**config.mk**
```make
export PLATFORM = sky130hd
export DESIGN_NAME = spi_bus_arbiter
export DESIGN_NICKNAME = d
export VERILOG_FILES = /design/src/rtl/spi_bus_arbiter.sv
export SDC_FILE = /design/constraint.sdc
export NUM_CORES = 1
export LEC_CHECK = 0
export CORE_ASPECT_RATIO = 1.1
export CORE_UTILIZATION = 40
export DETAILED_ROUTE_END_ITERATION = 10
export GPL_TIMING_DRIVEN = 0
export PLACE_DENSITY = 0.67
export SETUP_SLACK_MARGIN = 0.02
export SYNTH_ARGS = -nofsm -noshare
export SYNTH_HDL_FRONTEND = slang
export SYNTH_SLANG_ARGS = --single-unit
```
**constraint.sdc**
```tcl
create_clock -name clk -period 3.1 [get_ports clk]
set_input_delay 0.465 -clock clk [delete_from_list [all_inputs] [get_ports clk]]
set_output_delay 0.465 -clock clk [all_outputs]
set_load 0.02 [all_outputs]
```
**src/rtl/spi_bus_arbiter.sv**
```systemverilog
// Two-requester arbiter in front of one shared SPI byte engine: round-robin ownership,
// burst hold of chip select, an idle gap between owners and a completion timeout.
module spi_bus_arbiter #(
    parameter int DATA_W     = 8,
    parameter int GAP_CYCLES = 2,
    parameter int TIMEOUT    = 255
) (
    input  logic              clk,
    input  logic              reset,
    input  logic [1:0]        req,
    input  logic [1:0]        lock,
    input  logic [DATA_W-1:0] din0,
    input  logic [DATA_W-1:0] din1,
    input  logic              eng_processing,
    input  logic              eng_data_valid,
    input  logic [DATA_W-1:0] eng_dout,
    output logic              eng_send_request,
    output logic [DATA_W-1:0] eng_din,
    output logic [1:0]        gnt,
    output logic [1:0]        cs_n,
    output logic [1:0]        rsp_valid,
    output logic [DATA_W-1:0] rsp_data,
    output logic              err
);

    typedef enum logic [1:0] {IDLE, LAUNCH, BUSY, GAP} ArbState;

    localparam int GAP_W = (GAP_CYCLES > 1) ? $clog2(GAP_CYCLES) : 1;
    localparam logic [GAP_W-1:0] GAP_LAST = GAP_W'((GAP_CYCLES > 0) ? GAP_CYCLES - 1 : 0);
    localparam logic [8:0] TIMEOUT_LIMIT = 9'(TIMEOUT);

    ArbState r_state;
    ArbState w_nextState;

    logic              r_owner, w_owner;
    logic              r_last, w_last;
    logic              r_dvPrev;
    logic [7:0]        r_toCnt, w_toCnt;
    logic [GAP_W-1:0]  r_gapCnt, w_gapCnt;
    logic [1:0]        r_gnt, w_gnt;
    logic [1:0]        r_csN, w_csN;
    logic [1:0]        r_rspValid, w_rspValid;
    logic              r_send, w_send;
    logic              r_err, w_err;
    logic [DATA_W-1:0] r_din, w_din;
    logic [DATA_W-1:0] r_rspData, w_rspData;

    logic       w_pick;
    logic       w_complete;
    logic       w_abort;
    logic       w_burst;
    logic       w_release;
    logic [8:0] w_toInc;

    // The engine busy flag carries no control meaning here; progress is judged only by data_valid edges.
    logic w_unusedEngBusy;
    assign w_unusedEngBusy = eng_processing;

    assign w_pick     = (req == 2'b11) ? ~r_last : req[1];
    assign w_toInc    = {1'b0, r_toCnt} + 9'd1;
    assign w_complete = (r_state == BUSY) && eng_data_valid && !r_dvPrev;
    assign w_abort    = (r_state == BUSY) && !w_complete && (w_toInc >= TIMEOUT_LIMIT);
    assign w_burst    = w_complete && lock[r_owner] && req[r_owner];
    assign w_release  = (w_complete && !w_burst) || w_abort;

    always_ff @(posedge clk or posedge reset) begin
        if (reset) begin
            r_state <= IDLE;
        end else begin
            r_state <= w_nextState;
        end
    end

    always_comb begin
        w_nextState = r_state;
        case (r_state)
            IDLE: begin
                if (req != 2'b00) begin
                    w_nextState = LAUNCH;
                end
            end
            LAUNCH: begin
                w_nextState = BUSY;
            end
            BUSY: begin
                if (w_burst) begin
                    w_nextState = LAUNCH;
                end else if (w_release) begin
                    w_nextState = (GAP_CYCLES == 0) ? IDLE : GAP;
                end
            end
            GAP: begin
                if (r_gapCnt == GAP_LAST) begin
                    w_nextState = IDLE;
                end
            end
            default: begin
                w_nextState = IDLE;
            end
        endcase
    end

    always_comb begin
        w_gnt      = r_gnt;
        w_csN      = r_csN;
        w_send     = 1'b0;
        w_din      = r_din;
        w_rspValid = 2'b00;
        w_rspData  = r_rspData;
        w_err      = 1'b0;
        w_owner    = r_owner;
        w_last     = r_last;
        w_toCnt    = r_toCnt;
        w_gapCnt   = r_gapCnt;
        case (r_state)
            IDLE: begin
                if (req != 2'b00) begin
                    w_owner = w_pick;
                    w_last  = w_pick;
                    w_gnt   = w_pick ? 2'b10 : 2'b01;
                    w_csN   = w_pick ? 2'b01 : 2'b10;
                    w_send  = 1'b1;
                    w_din   = w_pick ? din1 : din0;
                end
            end
            LAUNCH: begin
                w_toCnt = '0;
            end
            BUSY: begin
                w_toCnt = w_toInc[7:0];
                if (w_complete) begin
                    w_rspValid[r_owner] = 1'b1;
                    w_rspData           = eng_dout;
                end
                // A burst continuation counts as a fresh grant for round-robin purposes.
                if (w_burst) begin
                    w_send = 1'b1;
                    w_din  = r_owner ? din1 : din0;
                    w_last = r_owner;
                end
                if (w_release) begin
                    w_gnt    = 2'b00;
                    w_csN    = 2'b11;
                    w_gapCnt = '0;
                end
                w_err = w_abort;
            end
            GAP: begin
                w_gapCnt = r_gapCnt + GAP_W'(1);
            end
            default: begin
                w_gnt = 2'b00;
            end
        endcase
    end

    always_ff @(posedge clk or posedge reset) begin
        if (reset) begin
            r_gnt      <= 2'b00;
            r_csN      <= 2'b11;
            r_send     <= 1'b0;
            r_din      <= '0;
            r_rspValid <= 2'b00;
            r_rspData  <= '0;
            r_err      <= 1'b0;
            r_owner    <= 1'b0;
            r_last     <= 1'b1;
            r_toCnt    <= '0;
            r_gapCnt   <= '0;
            r_dvPrev   <= 1'b0;
        end else begin
            r_gnt      <= w_gnt;
            r_csN      <= w_csN;
            r_send     <= w_send;
            r_din      <= w_din;
            r_rspValid <= w_rspValid;
            r_rspData  <= w_rspData;
            r_err      <= w_err;
            r_owner    <= w_owner;
            r_last     <= w_last;
            r_toCnt    <= w_toCnt;
            r_gapCnt   <= w_gapCnt;
            r_dvPrev   <= eng_data_valid;
        end
    end

    assign gnt              = r_gnt;
    assign cs_n             = r_csN;
    assign eng_send_request = r_send;
    assign eng_din          = r_din;
    assign rsp_valid        = r_rspValid;
    assign rsp_data         = r_rspData;
    assign err              = r_err;

endmodule

```
* After elaboration in Yosys (flattened, before gate mapping)
Cells that the tools add are included.
Widths: inputs -> output; s select.
** Storage, ports and cells
- Logic and storage cells :: 87
- Register bits after elaboration :: 38
- Output and inout bits :: 24
- Input bits :: 32
** Cells by class
- Magnitude comparators :: 3
- Bitwise operators :: 1
- Reductions and logical operators :: 23
- $add $sub $neg :: 2
- Equal/unequal tests :: 9
- Mux-type cells :: 36
** Operators by type and width (count)
- $mux 8 :: 4
- $pmux 8 s2 :: 2
- $mux 2 :: 11
- $mux 1 :: 12
- $add 8x1->9 const B :: 1
- $ge 9x8->1 const B :: 1
- $reduce_and 3->1 :: 3
- $logic_and 1x1->1 :: 8
- $ne 2x2->1 const B :: 4
- $pmux 2 s2 :: 2
- $pmux 2 s4 :: 1
- $reduce_bool 2->1 :: 4
- $eq 2x2->1 const B :: 3
- $pmux 1 s2 :: 3
- $reduce_and 2->1 :: 3
- $logic_not 1->1 :: 3
- $ne 3x3->1 const B :: 1
- $eq 2x1->1 const B :: 1
- $logic_not 2->1 :: 1
- $lt 1x2->1 const B :: 1
- $add 1x1->1 const B :: 1
- $demux 1 s1 :: 1
- $ge 1x1->1 const B :: 1
- $logic_or 1x1->1 :: 1
- $not 1->1 :: 1

* Depth between registers and ports, before layout
- Word-level depth :: 11
- Gate-level depth with buffers :: 10
- Depth with buffers taken out :: 8

* Worst setup path after synthesis
Ideal clock, no wire load.
- Path type :: reg2reg
- From :: register r_toCnt[1]
- To :: register r_gapCnt
- Arrival :: 1.921 ns
- Path buffers :: 0
- Stages on the path, launching flop included :: 8
- Clock period less this slack :: 2.047 ns
- Setup time :: 0.126 ns
- Setup slack :: 1.053 ns
- Data required time :: 2.974 ns
- Cell sequence :: dfrtp_1 > ha_1 > or2b_1 > nor4b_2 > a311oi_1 > a2111oi_4 > o21ai_1 > a221o_1
** On the way
- Longest elaborated chain between the ends :: 6
** RTL lines
- start, declared :: RTL line 38 : logic [7:0] r_toCnt, w_toCnt;
- start signal, assigned :: RTL line 181 : r_toCnt <= w_toCnt;
- $add 8x1->9 :: RTL line 60 : assign w_toInc = {1'b0, r_toCnt} + 9'd1;
- $ge 9x8->1 :: RTL line 62 : assign w_abort = (r_state == BUSY) && !w_complete && (w_toInc >= TIMEOUT_LIMIT);
- $logic_and 1x1->1 :: RTL line 62
- $logic_or 1x1->1 :: RTL line 64 : assign w_release = (w_complete && !w_burst) || w_abort;
- $ne 2x2->1 (no line)
- $reduce_and 2->1 (no line)
- end signal, assigned :: RTL line 182 : r_gapCnt <= w_gapCnt;
- end, declared :: RTL line 39 : logic [GAP_W-1:0] r_gapCnt, w_gapCnt;
Every way passes these cells.
A chain may end at the register's enable or synchronous reset.

* Worst setup path after layout
- From :: register r_state[0]
- To :: register r_din[3], in the netlist eng_din[3]
** On the way
- Longest elaborated chain between the ends :: 7
- Elaborated cells between the ends (all ways) :: 11
- Classes of those cells :: eq/ne (3); mux (1); reduce/logical (7)
** RTL lines
- start, declared :: RTL line 32 : ArbState r_state;
- start signal, assigned :: RTL line 70 : r_state <= w_nextState;
- $eq 2x2->1 :: RTL line 61, 115
- $logic_and 1x1->1 (2 in series) :: RTL line 61 : assign w_complete = (r_state == BUSY) && eng_data_valid && !r_dvPrev;
- $logic_and 1x1->1 (2 in series) :: RTL line 63 : assign w_burst = w_complete && lock[r_owner] && req[r_owner];
- $ne 2x2->1 (no line)
- $reduce_and 3->1 (no line)
- end signal, assigned :: RTL line 175 : r_din <= w_din;
- end, declared :: RTL line 45 : logic [DATA_W-1:0] r_din, w_din;
Several ways; a longest one is shown, not always the timed one.

==> flow_metrics.env <==
export IMPL_outcome="completed"
export IMPL_rsz0062_at_grt="no"
export IMPL_wl_mm=3.877
export IMPL_met1_length_mm=1.795
export IMPL_r2r_start="r_state[0]"
export IMPL_drt_antenna_violating_nets=0
export IMPL_seq_area_frac_synth_pct=49.77
export IMPL_grt_use_total_pct=16.58
export IMPL_leakage_power_uw=0.001165
export IMPL_register_bit_total_from_synthesis=38
export IMPL_maxUsedRoutingLayer="met4"
export IMPL_setup_tns_final_ps=0
export IMPL_timing_hold_violations_final=0
export IMPL_synth_area_mm2=0.001918
export IMPL_netlist_top_cell_by_area="dfrtp_1"
export IMPL_clkLatencyLatePin_ps=290
export IMPL_maxSlewHeadroom_pct=47.98
export IMPL_yosys_warnings=0
export IMPL_drt_iter0_drc=48
export IMPL_reg2reg_to="eng_din[3]"
export IMPL_io_pins=56
export IMPL_criticalPathCategory="register to register"
export IMPL_regToRegSetupSlack_ps=600
export IMPL_syn_mean_instance_area_um2=10.26
export IMPL_fp_dieArea_mm2=0.005076
export IMPL_num_fill_cells=423
export IMPL_post_route_drc_count=0
export IMPL_post_cts_resized=0
export IMPL_post_synth_top_area_fraction_pct=45.66
export IMPL_finished_core_util_pct=57.26
export IMPL_finalWeightedCongestion=0.7622
export IMPL_synth_cell_type_count=43
export IMPL_dieHeight_um=74.63
export IMPL_min_period_over_period_pct=80.71
export IMPL_cp_arrival_ps=2650
export IMPL_route_detailed_wl_per_inst_um=12.71
export IMPL_clock_tree_htree_level_count=2
export IMPL_max_clock_path_buffers=2
export IMPL_first_global_vias=1384
export IMPL_maxCapViolCount=0
export IMPL_wl_met3_um=203
export IMPL_hold_buffer_count_at_cts=0
export IMPL_clkSinkCount=38
export IMPL_syn_instance_count=187
export IMPL_detailed_place_hpwl_mm=2.785
export IMPL_antenna_diode_count=0
export IMPL_synth_area_leaders="dfrtp_1, mux2i_1, mux2_2"
export IMPL_synth_ff_type="dfrtp_1"
export IMPL_holdCritPathClass="register to register"
export IMPL_cp_startpoint="r_state[0]"
export IMPL_finalSetupViolations=0
export IMPL_synth_net_count=225
export IMPL_worst_clock_skew_ps=11.42
export IMPL_post_dp_cell_area_mm2=0.002529
export IMPL_power_density_mw_per_mm2=906.1
export IMPL_count_of_pins_over_their_slew_limit=0
export IMPL_vdd_ir_drop_worst_mv=0.3740
export IMPL_critical_path_max_fanout=10
export IMPL_grt_first_pass_wirelength_mm=6.189
export IMPL_hold_ws_ps=464.3
export IMPL_rows=26
export IMPL_cp_endpoint="eng_din[3]"
export IMPL_drt_first_pass_iters=4
export IMPL_final_instance_area_mm2=0.002645
export IMPL_report_power_total_uw=2397
export IMPL_die_width_um=68.03
export IMPL_synth_edf_count=0
export IMPL_grt_antenna_before_repair=0
export IMPL_cts_clk_pin_slew_worst_paths_ps=70
export IMPL_fmaxAchievable_mhz=399.7
export IMPL_tightest_slew_ps=779.2
export IMPL_worst_ep_required_time_ps=3240
export IMPL_min_period_ps=2502
export IMPL_areaGrowthSynthToFinish_pct=37.90
export IMPL_detailroute_wirelength_met2_mm=1.852
export IMPL_ys_async_sr_fraction_pct=100.0
export IMPL_clockRootBuffer="clkbuf_8"
export IMPL_grt_overflow_total=0
export IMPL_final_seq_area_um2=954.7
export IMPL_core_area_mm2=0.004619
export IMPL_critPathCaptureType="register"
export IMPL_design_final_nets=286
export IMPL_rr_worst_depth=9
export IMPL_crit_path_start_kind="register"
export IMPL_start_util_pct=41.52
export IMPL_portBuffers=54
export IMPL_pin_count_of_the_biggest_net_entering_global_routing=39
export IMPL_drive_gt1_share_pct=12.05
export IMPL_cts_made_buffers=5
export IMPL_tritoncts_clock_tree="done"
export IMPL_viasPerCell=5.092
export IMPL_detailroute_via_count=1553
export IMPL_buffer_count_from_post_cts_setup_fixing=0
export IMPL_multiInputGateArea_um2=883.3
## critical path: stages, from the launching register on
cell      delay (ps)
dfrtp_1          380
inv_1            100
ha_1             220
buf_6            130
nand3b_1         210
a311o_1          200
nand2b_1         160
a21oi_2          410
clkbuf_1         420
a21oi_1          130
## power by group
group          total [µW]  internal (µW)  switching [µW]
Combinational        1170            544             628
Sequential            787            688            99.0
Clock                 437            262             175
Total                2400           1490             902
## through the flow
step / instances / setup slack (ps)
floorplan: 187 / 1053
global placement: 297 / 491.3
detailed placement: 297 / 464.2
CTS: 305 / 620.7
global route: 305 / 355.3
finish: 305 / 597.9
## registers in the layout, summed over array words and instances, names as in the netlist
name              cells
gnt                   2
r_last                1
rsp_valid             2
r_state               2
eng_din               8
r_gapCnt              1
r_owner               1
err                   1
r_dvPrev              1
rsp_data              8
eng_send_request      1
r_toCnt               8
cs_n                  2
## synth_stat cells, types with 2 or more instances
cell and count:
nand2_1 17, inv_1 12, dfrtp_1 35, mux2_2 8
a21o_2 2, and3_1 2, xor2_1 2, nor2b_1 3
clkbuf_1 4, nand3_1 6, mux2i_1 10, and3_2 2
a21oi_1 17, o22ai_1 5, dfstp_2 3, nor2_1 17
nand2b_1 4, ha_1 6, o21ai_0 7, o31ai_1 2
## area by class of cell
type / instances / area share, %
Buffer: 7 / 1.325
Clock buffer: 7 / 3.264
Sequential cell: 38 / 36.09
Multi-Input combinational cell: 130 / 33.40
Clock inverter: 1 / 1.135
Tap cell: 56 / 2.649
Inverter: 12 / 1.703
Timing Repair Buffer: 54 / 20.44
## worst min-delay path by stage
stage                         endpoint  slack (ps)  cells after the start    start
final                          cs_n[0]         460                      2  cs_n[0]
after global routing           cs_n[0]         480                      2  cs_n[0]
after detailed placement       cs_n[1]         450                      2  cs_n[1]
after global placement         cs_n[1]         450                      2  cs_n[1]
after floorplan           rsp_valid[0]         460                      1  r_owner
after CTS                      cs_n[1]         470                      2  cs_n[1]
## layer usage
layer | vias up | GRT usage [%]
met4 | 0 | 5.556
met1 | 737 | 21.53
li1 | 775 | -
met5 | - | 0
met2 | 39 | 25.27
met3 | 2 | 6.364
## placed cells by master (no fill, tap or decap), types with 3 or more instances in the layout
master / n
clkdlybuf4s50_1: 54
dfstp_2: 3
clkbuf_1: 5
nand3_1: 6
inv_1: 11
ha_1: 6
clkbuf_8: 6
mux2_2: 8
a21oi_1: 17
dfrtp_1: 35
o22ai_1: 5
nand2b_1: 4
nand2_1: 17
nor2b_1: 3
o21ai_0: 7
nor2_1: 17
mux2i_1: 10
## kinds of logic (layout without fill, tap and decap cells)
group           count (synthesis)  after routing  share of synthesized area [%]
flops                          38             38                          49.77
xor+xnor                        2              2                         0.9134
fa+ha+maj                       6              6                          3.914
mux                            18             18                          9.916
compound gates                 45             45                          15.92
buf+inv                        19             81                          4.174
simple gates                   59             59                          15.39
Note: power is estimated with default switching activity, not from simulation.
